### config.mk
export PLATFORM = sky130hd
export DESIGN_NAME = change_dispenser
export DESIGN_NICKNAME = d
export VERILOG_FILES = /design/src/rtl/change_dispenser.sv
export SDC_FILE = /design/constraint.sdc
export NUM_CORES = 1
export LEC_CHECK = 0
export CORE_ASPECT_RATIO = 0.6
export CORE_MARGIN = 2
export CORE_UTILIZATION = 59
export DETAILED_ROUTE_END_ITERATION = 7
export GPL_ROUTABILITY_DRIVEN = 0
export PLACE_DENSITY = 0.94
export SLEW_MARGIN = 10
export SYNTH_ARGS = -nofsm -noshare
export SYNTH_HDL_FRONTEND = slang
export SYNTH_SLANG_ARGS = --single-unit
### constraint.sdc
create_clock -name clk -period 5.75 [get_ports clk]
set_input_delay 1.15 -clock clk [delete_from_list [all_inputs] [get_ports clk]]
set_output_delay 1.15 -clock clk [all_outputs]
set_load 0.005 [all_outputs]
### src/rtl/change_dispenser.sv
`default_nettype none
// ============================================================================
// change_dispenser : greedy 50/20/10-sen change dispenser with tube inventory
// Revision: 1.0
// ============================================================================
module change_dispenser #(
    parameter int AW      = 8,
    parameter int TIMEOUT = 200
) (
    input  logic          clk,
    input  logic          rst,
    input  logic          start,
    input  logic [AW-1:0] amount,
    input  logic          refill,
    input  logic [1:0]    refill_sel,
    input  logic [AW-1:0] refill_qty,
    input  logic          jam_clr,
    input  logic          eject_ack,
    output logic [2:0]    eject_req,
    output logic          busy,
    output logic          done,
    output logic          short,
    output logic          jam,
    output logic [AW-1:0] remain,
    output logic [AW-1:0] cnt10,
    output logic [AW-1:0] cnt20,
    output logic [AW-1:0] cnt50
);

    localparam int TW = $clog2(TIMEOUT + 1);

    typedef enum logic [2:0] {
        S_IDLE    = 3'd0,
        S_PICK    = 3'd1,
        S_EJECT   = 3'd2,
        S_RELEASE = 3'd3,
        S_DONE    = 3'd4,
        S_JAM     = 3'd5
    } state_t;

    state_t        state_q, state_d;
    logic [AW-1:0] remain_q, remain_d;
    logic [AW-1:0] cnt10_q, cnt10_d, cnt20_q, cnt20_d, cnt50_q, cnt50_d;
    logic [2:0]    coin_q, coin_d;
    logic [TW-1:0] tmr_q, tmr_d;
    logic          short_q, short_d;
    logic [2:0]    eject_req_q, eject_req_d;
    logic          busy_q, busy_d, done_q, done_d, jam_q, jam_d;
    logic [AW-1:0] coin_val;

    function automatic logic [AW-1:0] sat_add(input logic [AW-1:0] a, input logic [AW-1:0] b);
        logic [AW:0] s;
        s = {1'b0, a} + {1'b0, b};
        return s[AW] ? {AW{1'b1}} : s[AW-1:0];
    endfunction

    assign coin_val = coin_q[2] ? AW'(5) : (coin_q[1] ? AW'(2) : AW'(1));

    always_comb begin
        state_d  = state_q;
        remain_d = remain_q;
        cnt10_d  = cnt10_q;
        cnt20_d  = cnt20_q;
        cnt50_d  = cnt50_q;
        coin_d   = coin_q;
        tmr_d    = tmr_q;
        short_d  = short_q;
        case (state_q)
            S_IDLE: begin
                // Refill lands in the same edge as start, so PICK sees it
                if (refill) begin
                    case (refill_sel)
                        2'd0:    cnt10_d = sat_add(cnt10_q, refill_qty);
                        2'd1:    cnt20_d = sat_add(cnt20_q, refill_qty);
                        2'd2:    cnt50_d = sat_add(cnt50_q, refill_qty);
                        default: ;
                    endcase
                end
                if (start) begin
                    remain_d = amount;
                    short_d  = 1'b0;
                    state_d  = S_PICK;
                end
            end
            S_PICK: begin
                tmr_d = '0;
                if (remain_q == '0) begin
                    state_d = S_DONE;
                end else if (remain_q >= AW'(5) && cnt50_q != '0) begin
                    coin_d  = 3'b100;
                    state_d = S_EJECT;
                end else if (remain_q >= AW'(2) && cnt20_q != '0) begin
                    coin_d  = 3'b010;
                    state_d = S_EJECT;
                end else if (cnt10_q != '0) begin
                    coin_d  = 3'b001;
                    state_d = S_EJECT;
                end else begin
                    short_d = 1'b1;
                    state_d = S_DONE;
                end
            end
            S_EJECT: begin
                if (eject_ack) begin
                    case (coin_q)
                        3'b100:  cnt50_d = cnt50_q - AW'(1);
                        3'b010:  cnt20_d = cnt20_q - AW'(1);
                        default: cnt10_d = cnt10_q - AW'(1);
                    endcase
                    remain_d = remain_q - coin_val;
                    state_d  = S_RELEASE;
                end else if (tmr_q == TW'(TIMEOUT - 1)) begin
                    state_d = S_JAM;
                end else begin
                    tmr_d = tmr_q + TW'(1);
                end
            end
            S_RELEASE: if (!eject_ack) state_d = S_PICK;
            S_DONE:    state_d = S_IDLE;
            S_JAM:     if (jam_clr) state_d = S_IDLE;
            default:   state_d = S_IDLE;
        endcase
        eject_req_d = (state_d == S_EJECT) ? coin_d : 3'b000;
        busy_d      = (state_d != S_IDLE);
        done_d      = (state_d == S_DONE);
        jam_d       = (state_d == S_JAM);
    end

    always_ff @(posedge clk or posedge rst) begin
        if (rst) begin
            state_q     <= S_IDLE;
            remain_q    <= '0;
            cnt10_q     <= '0;
            cnt20_q     <= '0;
            cnt50_q     <= '0;
            coin_q      <= 3'b001;
            tmr_q       <= '0;
            short_q     <= 1'b0;
            eject_req_q <= 3'b000;
            busy_q      <= 1'b0;
            done_q      <= 1'b0;
            jam_q       <= 1'b0;
        end else begin
            state_q     <= state_d;
            remain_q    <= remain_d;
            cnt10_q     <= cnt10_d;
            cnt20_q     <= cnt20_d;
            cnt50_q     <= cnt50_d;
            coin_q      <= coin_d;
            tmr_q       <= tmr_d;
            short_q     <= short_d;
            eject_req_q <= eject_req_d;
            busy_q      <= busy_d;
            done_q      <= done_d;
            jam_q       <= jam_d;
        end
    end

    assign eject_req = eject_req_q;
    assign busy      = busy_q;
    assign done      = done_q;
    assign short     = short_q;
    assign jam       = jam_q;
    assign remain    = remain_q;
    assign cnt10     = cnt10_q;
    assign cnt20     = cnt20_q;
    assign cnt50     = cnt50_q;

endmodule
`default_nettype wire

Word level (Yosys, flattened, before mapping)

Index checks and enable logic that the tools add are counted.

Register bits after elaboration: 53
Input port bits: 24
Output and inout port bits: 39
Word-level logic and storage cells: 116

$add $sub $neg: 8
$lt $le $gt $ge: 2
Equal/unequal tests: 27
Muxes and demuxes: 48
Reductions and logical operators: 19

Operators by type and width:

| operator                                              | number |
|---|---|
| 2-to-1 mux 8 bit                                      | 19 |
| case mux 8 bit (2 select lines)                       | 5 |
| 2-to-1 mux 3 bit                                      | 16 |
| adder 8 x 8 -> 9 bit                                  | 3 |
| nonzero test 8 bit                                    | 3 |
| subtractor 8 x 1 -> 8 bit, second input constant      | 3 |
| inequality test 2 bit, second input constant          | 10 |
| case mux 3 bit (5 select lines)                       | 1 |
| AND reduction 5 bit                                   | 3 |
| equality test 3 x 2 -> 1 bit, second input constant   | 4 |
| equality test 3 bit, second input constant            | 4 |
| inequality test 2 x 1 -> 1 bit, second input constant | 5 |
| adder 8 x 1 -> 8 bit, second input constant           | 1 |
| equality test 8 bit, second input constant            | 1 |
| >= comparator 8 x 2 -> 1 bit, second input constant   | 1 |
| >= comparator 8 x 3 -> 1 bit, second input constant   | 1 |
| zero test 8 bit                                       | 1 |
| subtractor 8 x 3 -> 8 bit                             | 1 |
| AND reduction 3 bit                                   | 2 |
| AND reduction 6 bit                                   | 1 |
| nonzero test 2 bit                                    | 3 |
| 2-to-1 mux 1 bit                                      | 5 |
| equality test 3 x 1 -> 1 bit, second input constant   | 1 |
| zero test 3 bit                                       | 1 |
| other kinds (8)                                       | 9 |

Longest topological paths before layout

Gate-level depths: netlist (run 1).

Word-level depth: 8
Mapped depth: 9
Mapped depth without buffers: 9

Worst setup path before layout (run 1)

OpenSTA, ideal clock, no wires.

Path kind: input-to-reg
From: input refill_qty[0]
To: register cnt10_q[0], in the netlist cnt10[0]
Setup time: 83 ps
Arrival: 2,780 ps
Data required time: 5,667 ps
Slack: 2,887 ps
Cell stages on the path: 9
Path through: ha_1 > inv_1 > fa_1 > nor2b_1 > o2111a_1 > nor3_1 > a211o_1 > a221o_1 > o21ai_0

Cells in the longest elaborated chain, start to end: 5

RTL lines:

| item                            | RTL line | text |
|---|---|---|
| from (decl)                     | 16       | `input logic [AW-1:0] refill_qty,` |
| adder 8 x 8 -> 9 bit            | 53       | `s = {1'b0, a} + {1'b0, b};` |
| 2-to-1 mux 8 bit                | 54       | `return s[AW] ? {AW{1'b1}} : s[AW-1:0];` |
| 2-to-1 mux 8 bit                | 72       | `case (refill_sel)` |
| 2-to-1 mux 8 bit                | 71       | `if (refill) begin` |
| case mux 8 bit (2 select lines) | 68       | `case (state_q)` |
| to (signal assigned)            | 146      | `cnt10_q <= cnt10_d;` |
| to (decl)                       | 43       | `logic [AW-1:0] cnt10_q, cnt10_d, cnt20_q, cnt20_d, cnt50_q, cnt50_d;` |

Every way passes these cells. The select of a mux whose other input is x is not followed.
A chain may end at the register's enable or synchronous reset.

Worst setup path in the final report (run 1)

From: input refill_qty[1]
To: register cnt10_q[1], in the netlist cnt10[1]

The elaborated chain is that of the path after synthesis.

==> reports/qor.txt, run 1 <==
Seq/Total Area, Yosys: 33.1%
TritonCTS buffer count: 5
Worst skew pair latency: 0.30 ns
Post-synth ARST share: 100%
Final Max Slew Viols: 0
Worst hold path class: reg2reg
Slew HR: 27.7%
Synthesis-stage register bit count: 53
Final setup fails: 0
Post-CTS Resized: 0
CTS sink cnt: 53
Dpl hpwl: 8550 um
Main synth FF type: dfrtp_1
Synth warn: 0
Cell Count, Final, Fillers Out: 617
Initial antenna violation count: 0
Maximum VDD drop: 0.283 mV
Vias in the first global route: 3883
Netlist cell types: 55
EDFF count, synth: 0
Fin crit share: 59.0%
Final hold violations: 0
IO Pins: 63
Net Count, Synth: 531
Max cap viols: 0
Leakage power: 2.07 nW
GRT Util Overall: 32.9%
Outcome: finished, final reports clean
Post-Syn Area per Cell: 8.51 um^2
DR pass1 iterations: 5
Height of the chip: 67.8 um
CP Data Required Time: 5.97 ns
Cells after Synth: 471
CP max FO: 7
Die area: 7490 um^2
Number of vias per cell: 6.53
FMAX: 295 MHz
Worst EP arrival: 3.62 ns
Detailed-route DRC error count: 0
TritonCTS clock tree: done
Post-CTS Setup Bufs: 0
Synthesis-to-finish area growth: 21.7%
H-Tree Depth: 2
First-pass GRT wire length: 18800 um
Initial Utilization: 60.5%
Port Buffers: 62
WS Path Type: in2reg
# rows: 23
Cell area after synthesis: 4010 um^2
CP Launch Type: input pin
Cells after DPL: 609
Largest net degree at the start of global routing: 54
Post-Route Setup TNS: 0 ns
Overflow after GRT: 0
Most frequent cells in the layout: clkdlybuf4s50_1 (62), dfrtp_1 (52), nor2_1 (49)
Worst-path clk slew: 0.08 ns
Clk buf depth: 2
Unrepaired setup endpoints after global routing: no
Hold_ws: 0.540 ns
DIE WIDTH: 110 um
Core area: 6620 um^2
Layout cells sized above 1: 3.96%
PwrDens: 561 nW/um^2
Nets@finish: 589
Design area: 4870 um^2
Diodes inserted: 0
Drt wl/cell: 19.0 um
Fin crit period: 3.39 ns
Most common cell after layout, fill and taps aside: clkdlybuf4s50_1
Routed Antenna Nets: 0
Clock Skew: 0.0100 ns
Cts hold-fix bufs: 0
Worst setup EP type: flop
1st-iter DRT viols: 499
CTS root buf: clkbuf_16
Vias: 4029
Final Power: 2.73 mW
Least-Margin Pin Slew: 1.08 ns
Drt total wl: 11700 um
Area after DPL: 4700 um^2
[cells by family (layout without fill, tap and decap cells)]
kind of cell	count (synthesis)	count (layout)	share of synthesized area, %
AOI/OAI and AO/OA	151	151	24.9
xor gates and xnor gates	21	21	4.59
adders and majority gates	36	36	12.0
buffers and inverters	44	103	4.22
DFF	53	53	33.1
and+or+nand+nor	166	166	21.1
[layout make-up]
type | instances | area, um^2
multi-input cells | 374 | 2510
fillers | 468 | 1740
flip-flops and latches | 53 | 1330
repair buffers | 65 | 643
clock buffers | 5 | 125
inverters | 30 | 114
well taps | 87 | 109
clock inverters | 3 | 46.3
[stage by stage]
| stage | setup WS [ns] | util, % |
|---|---|---|
| final | 2.36 | 73.6 |
| after global placement | 2.19 | 71.0 |
| after floorplan | 2.89 | - |
| after detailed placement | 2.10 | 71.0 |
| after CTS | 2.39 | 73.6 |
| after global routing | 2.21 | 73.6 |
[metal layers]
metal	routed length [um]	track usage (%)	vias to the layer above	part of all wire (%)
met3	1210	7.05	37	10
met4	219	8.75	0	1.9
met2	5280	52.9	253	45
li1	-	-	1856	-
met5	0	0	-	0
met1	5040	45.5	1883	43
[power breakdown]
group	leakage, nW	switching (mW)	total, mW	internal (mW)
clock network	0.0800	0.146	0.352	0.206
registers	0.645	0.233	0.753	0.520
logic	1.35	0.881	1.63	0.746
total	2.07	1.26	2.73	1.47
[state kept, by name, summed over array words and instances, names as in the netlist]
name	flops
busy	1
cnt10	8
cnt20	8
cnt50	8
coin_q	3
done	1
eject_req	3
jam	1
remain	8
short	1
state_q	3
tmr_q	8
[Yosys cell counts (4+ instances only)]
master | count | share of area (%)
o22a_1 | 7 | 1.5
a22oi_1 | 5 | 0.94
a21o_1 | 5 | 0.94
ha_1 | 32 | 10
o22ai_1 | 7 | 1.1
nor3_1 | 17 | 2.1
xnor2_1 | 10 | 2.2
xor2_1 | 11 | 2.4
or3_1 | 8 | 1.2
nor4_1 | 5 | 0.78
nand2b_1 | 11 | 1.7
nand4_1 | 5 | 0.78
a31oi_1 | 6 | 0.94
a211oi_1 | 4 | 0.75
nor2_1 | 49 | 4.6
nand3_1 | 16 | 2.0
o21a_1 | 9 | 1.7
a32o_1 | 5 | 1.2
o21ai_0 | 39 | 4.9
nand2_1 | 26 | 2.4
inv_1 | 30 | 2.8
o21bai_1 | 4 | 0.75
a21oi_1 | 29 | 3.6
clkbuf_1 | 11 | 1.0
dfrtp_1 | 52 | 32
fa_1 | 4 | 2.0
nor2b_1 | 7 | 1.1
[worst max-delay path, cell delays in order]
cell and delay, ns:
clkdlybuf4s50_1 0.56, inv_1 0.16, fa_1 0.50, nor2b_1 0.18
o2111a_1 0.22, nor3_1 0.06, a211o_1 0.38, a221o_1 0.33
o21ai_0 0.08
[path summary, 6_finish.rpt]
kind / depth (start not counted) / slack, ns / end / from
max in group asynchronous: 2 / 3.84 / cnt50[2] / rst
worst min register to register: 2 / 0.54 / short / short
worst min-delay path: 2 / 0.54 / short / short
worst max-delay path: 9 / 2.36 / cnt10[1] / refill_qty[1]
min in group asynchronous: 2 / 1.36 / done / rst
worst max register to register: 8 / 2.97 / eject_req[0] / cnt20[1]
Note: power is estimated with default switching activity, not from simulation.
==> run 2, diff against run 1 <==
--- a/config.mk
+++ b/config.mk
@@ -7,10 +7,10 @@
 export LEC_CHECK = 0
 export CORE_ASPECT_RATIO = 0.6
 export CORE_MARGIN = 2
-export CORE_UTILIZATION = 59
+export CORE_UTILIZATION = 55
 export DETAILED_ROUTE_END_ITERATION = 7
 export GPL_ROUTABILITY_DRIVEN = 0
-export PLACE_DENSITY = 0.94
+export PLACE_DENSITY = 0.88
 export SLEW_MARGIN = 10
 export SYNTH_ARGS = -nofsm -noshare
 export SYNTH_HDL_FRONTEND = slang
==> constraint.sdc (replaced) <==
create_clock -name clk -period 3.5 [get_ports clk]
set_input_delay 0.7 -clock clk [delete_from_list [all_inputs] [get_ports clk]]
set_output_delay 0.7 -clock clk [all_outputs]
set_load 0.005 [all_outputs]
==> run 2 against run 1 <==
Effect of this change: sequential share of layout area about the same; clock power grew 49%; critical path depth up 1; non-clock buffer count rose by 2; final cell count rose by 0.97%; utilization shrank 5.5 points; first-iteration DRC count is 0.40% lower; wire length down 4.0%; combinational power rose by 63%; global-route usage shrank 3.2 points; clock skew is 0.0046 ns lower; via count decreased by 2.1%; largest power group unchanged.
==> reports/qor.txt, run 2 (synthesis gave the netlist of run 1 again) <==
Unrepaired setup endpoints after global routing: no
Most common cell after layout, fill and taps aside: clkdlybuf4s50_1
DIE WIDTH: 114 um
Overflow after GRT: 0
FMAX: 338 MHz
DR pass1 iterations: 5
Largest net degree at the start of global routing: 34
CTS sink cnt: 53
Clock share of power: 11.9%
Final worst-path setup slack: 0.542 ns
Post-CTS Setup Bufs: 0
Dpl ws: 0.261 ns
Combinational share of power: 60.2%
Detailed-route DRC error count: 0
CP Launch Type: input pin
Vias: 3945
Worst EP arrival: 3.18 ns
TritonCTS clock tree: done
Port Buffers: 62
Layout cells sized above 1: 4.32%
Met1 GRT Util: 42.9%
Leakage power: 2.07 nW
Initial antenna violation count: 0
TritonCTS buffer count: 5
Area after DPL: 4720 um^2
PwrDens: 906 nW/um^2
Outcome: finished, final reports clean
CP max FO: 7
Vias in the first global route: 3852
Worst hold path class: reg2reg
Die area: 8010 um^2
Slew HR: 39.5%
Dpl hpwl: 8470 um
GRT Util Overall: 29.6%
Number of vias per cell: 6.33
Most frequent cells in the layout: clkdlybuf4s50_1 (62), dfrtp_1 (52), nor2_1 (49)
Drt wl/cell: 18.1 um
IO Pins: 63
Hold_ws: 0.538 ns
Final Max Slew Viols: 0
Synthesis-to-finish area growth: 21.6%
Post-Route Setup TNS: 0 ns
Nets@finish: 591
1st-iter DRT viols: 497
Design area: 4870 um^2
Switching Fraction: 46.6%
Drt total wl: 11300 um
NetSw: 2.05 mW
Worst skew pair latency: 0.31 ns
First-pass GRT wire length: 18600 um
Core area: 7150 um^2
Final hold violations: 0
Worst setup EP type: flop
Final Power: 4.41 mW
Least-Margin Pin Slew: 0.908 ns
WS Path Type: in2reg
Final setup fails: 0
Max cap viols: 0
Fin crit share: 84.5%
Fin crit period: 2.96 ns
Met2 global-route usage: 45.0%
Initial Utilization: 56.1%
Clock Skew: 0.00540 ns
Clk buf depth: 2
Worst-path clk slew: 0.08 ns
# rows: 24
Post-CTS Resized: 0
Maximum VDD drop: 0.441 mV
Routed Antenna Nets: 0
Cts hold-fix bufs: 0
GR peak layer: met2
Height of the chip: 70.1 um
H-Tree Depth: 2
CP Data Required Time: 3.72 ns
Sequential share of power: 27.9%
Diodes inserted: 0
M3 GR Usage: 5.82%
Pint: 2.36 mW
CTS root buf: clkbuf_16
run 2: cell types whose count changed in the layout (fill, tap and decap cells not counted):
cell / before / now
buf_4: 3 / 5
bufinv_16: 1 / 0
clkinv_2: 1 / 0
inv_2: 0 / 1
inv_6: 0 / 1
run 2: power by group through the flow:
stage	clock network, mW	logic [mW]	registers (mW)
final	0.525	2.66	1.23
after CTS	0.534	2.63	1.22
after detailed placement	0	2.59	1.23
after global routing	0.545	2.94	1.28
after global placement	0	2.49	1.21
after floorplan	0	1.75	1.12
run 2: layer usage:
layer	up-vias	part of all wire, %	routed length [um]
li1	1853	-	-
met1	1871	45	5060
met2	199	44	5010
met3	22	9.1	1030
met4	0	1.5	171
met5	-	0	0
run 2: final cells by class:
class,instances,area (um^2)
Multi-Input combinational cell,374,2510
Fill cell,592,2270
Sequential cell,53,1330
Timing Repair Buffer,67,658
Clock buffer,5,125
Tap cell,91,114
Inverter,30,113
Clock inverter,3,25.0
run 2: critical path, cell delays in order:
cell and delay [ns]:
clkdlybuf4s50_1 0.52, ha_1 0.19, inv_1 0.06, fa_1 0.45
nor2b_1 0.19, o2111a_1 0.22, nor3_1 0.06, a211o_1 0.37
a221o_1 0.33, o21ai_0 0.09
run 2: final timing paths:
| check | startpoint | end | slack, ns | cells past startpoint |
|---|---|---|---|---|
| worst min-delay path | tmr_q[1] | tmr_q[1] | 0.54 | 2 |
| worst max-delay path | refill_qty[0] | cnt10[0] | 0.54 | 10 |
| max in group asynchronous | rst | cnt50[5] | 1.96 | 3 |
| worst max register to register | cnt20[1] | eject_req[1] | 0.89 | 8 |
| min in group asynchronous | rst | state_q[2] | 0.74 | 2 |
| worst min register to register | tmr_q[1] | tmr_q[1] | 0.54 | 2 |
run 2: stage by stage:
step	util [%]	cells
after floorplan	-	471
final	68.2	623
after global routing	68.2	623
after global placement	66.1	615
after CTS	68.2	623
after detailed placement	66.1	615
==> run 3, diff against run 2 <==
==> constraint.sdc (replaced) <==
create_clock -name clk -period 2.9 [get_ports clk]
set_input_delay 0.58 -clock clk [delete_from_list [all_inputs] [get_ports clk]]
set_output_delay 0.58 -clock clk [all_outputs]
set_load 0.005 [all_outputs]
==> run 3 against run 2 <==
Effect of this change: clock power grew 18%; sequential share of layout area is 0.66 points lower; global-route usage down 0.40 points; clock skew is 0.0038 ns higher; critical path type unchanged.
==> reports/qor.txt, run 3 (synthesis gave the netlist of run 1 again) <==
Outcome: finished, final reports clean
CTS root buf: clkbuf_16
Clock Skew: 0.00923 ns
Slew HR: 43.8%
CP Data Required Time: 3.09 ns
TritonCTS buffer count: 5
WS Path Type: in2reg
Hold_ws: 0.561 ns
Vias: 4027
Vias in the first global route: 3937
Most frequent cells in the layout: clkdlybuf4s50_1 (61), dfrtp_1 (52), nor2_1 (49)
Synthesis-to-finish area growth: 24.6%
Diodes inserted: 0
Max cap viols: 0
Maximum VDD drop: 0.498 mV
Post-Route Setup TNS: 0 ns
Cell Count, Final, Fillers Out: 637
Area after DPL: 4840 um^2
CP max FO: 6
Most common cell after layout, fill and taps aside: clkdlybuf4s50_1
CP Launch Type: input pin
PwrDens: 1080 nW/um^2
Die area: 8010 um^2
Initial antenna violation count: 0
Worst-path clk slew: 0.08 ns
H-Tree Depth: 2
1st-iter DRT viols: 432
Slowest stage cell, crit path: clkdlybuf4s50_1
Cells after DPL: 629
DR pass1 iterations: 5
Layout cells sized above 1: 7.14%
Dpl hpwl: 8510 um
Sum of buffers and inverters on the critical path: 1
FMAX: 370 MHz
# rows: 24
Overflow after GRT: 0
Worst setup EP type: flop
Design area: 4990 um^2
Leakage power: 2.16 nW
Port Buffers: 62
Delay-heaviest family, CP: simple AND/OR/NAND/NOR gates
Worst reg2reg setup slack: 0.35 ns
GRT Util Overall: 29.2%
Dpl ws: -0.187 ns
Initial Utilization: 56.1%
CP Cell Sequence: clkdlybuf4s50_1, ha_1, or3_1, o211a_1, nor3_2, o21ai_0, a32o_1
Final worst-path setup slack: 0.196 ns
CP peak stage delay: 0.53 ns
Fin crit share: 93.2%
Worst EP arrival: 2.89 ns
Fin crit period: 2.70 ns
Clk buf depth: 2
Number of vias per cell: 6.32
Final Max Slew Viols: 0
Unrepaired setup endpoints after global routing: no
Detailed-route DRC error count: 0
Final hold violations: 0
Drt total wl: 11300 um
Routed Antenna Nets: 0
Drt wl/cell: 17.8 um
Nets@finish: 605
Worst hold path class: reg2reg
Util after Layout: 69.9%
Least-Margin Pin Slew: 0.835 ns
Worst skew pair latency: 0.30 ns
IO Pins: 63
Cts hold-fix bufs: 0
DIE WIDTH: 114 um
Largest net degree at the start of global routing: 37
CTS sink cnt: 53
Height of the chip: 70.1 um
Final setup fails: 0
Core area: 7150 um^2
TritonCTS clock tree: done
First-pass GRT wire length: 18800 um
Final Power: 5.40 mW
==> run 3: cell count changes in the layout (fill, tap and decap cells not counted), sizes merged <==
cell	change
buf	+14
clkdlybuf4s50	-1
dlymetal6s2s	+1
==> run 3: final timing paths <==
| kind | from | endpoint | depth (start not counted) |
|---|---|---|---|
| worst max-delay path | refill_qty[5] | cnt20[4] | 7 |
| worst min-delay path | tmr_q[1] | tmr_q[1] | 2 |
| worst max register to register | cnt20[1] | eject_req[0] | 8 |
| worst min register to register | tmr_q[1] | tmr_q[1] | 2 |
| max in group asynchronous | rst | coin_q[0] | 3 |
| min in group asynchronous | rst | busy | 2 |
==> run 3: layout make-up <==
cell class | count | area [um^2]
Clock buffer | 5 | 125
Multi-Input combinational cell | 374 | 2510
Clock inverter | 3 | 21.3
Timing Repair Buffer | 81 | 778
Inverter | 30 | 113
Tap cell | 91 | 114
Fill cell | 572 | 2150
Sequential cell | 53 | 1330
==> run 3: what timing repair did <==
item / in CTS / in global routing
setup endpoints to repair: 0 / 3
setup buffers: 0 / 0
resized for setup: 0 / 3
==> run 3: report_power, final <==
group	total, mW	switching, mW	leakage [nW]	internal (mW)
Clock	0.617	0.294	0.0702	0.323
Combinational	3.30	1.73	1.44	1.57
Sequential	1.49	0.456	0.645	1.03
==> run 3: worst min-delay path: cells and delay by family, from the launching register on <==
| kind | cells | cell delay (ns) |
|---|---|---|
| AND/OR/NAND/NOR | 2 | 0.14 |
| flip-flops | 1 | 0.39 |
==> run 3: routing by layer <==
layer / track usage (%) / part of all wire, % / up-vias
met5: 0 / 0 / -
met2: 45.0 / 45 / 194
met3: 7.20 / 8.9 / 11
met1: 41.8 / 46 / 1938
met4: 6.50 / 0.63 / 0
li1: - / - / 1884
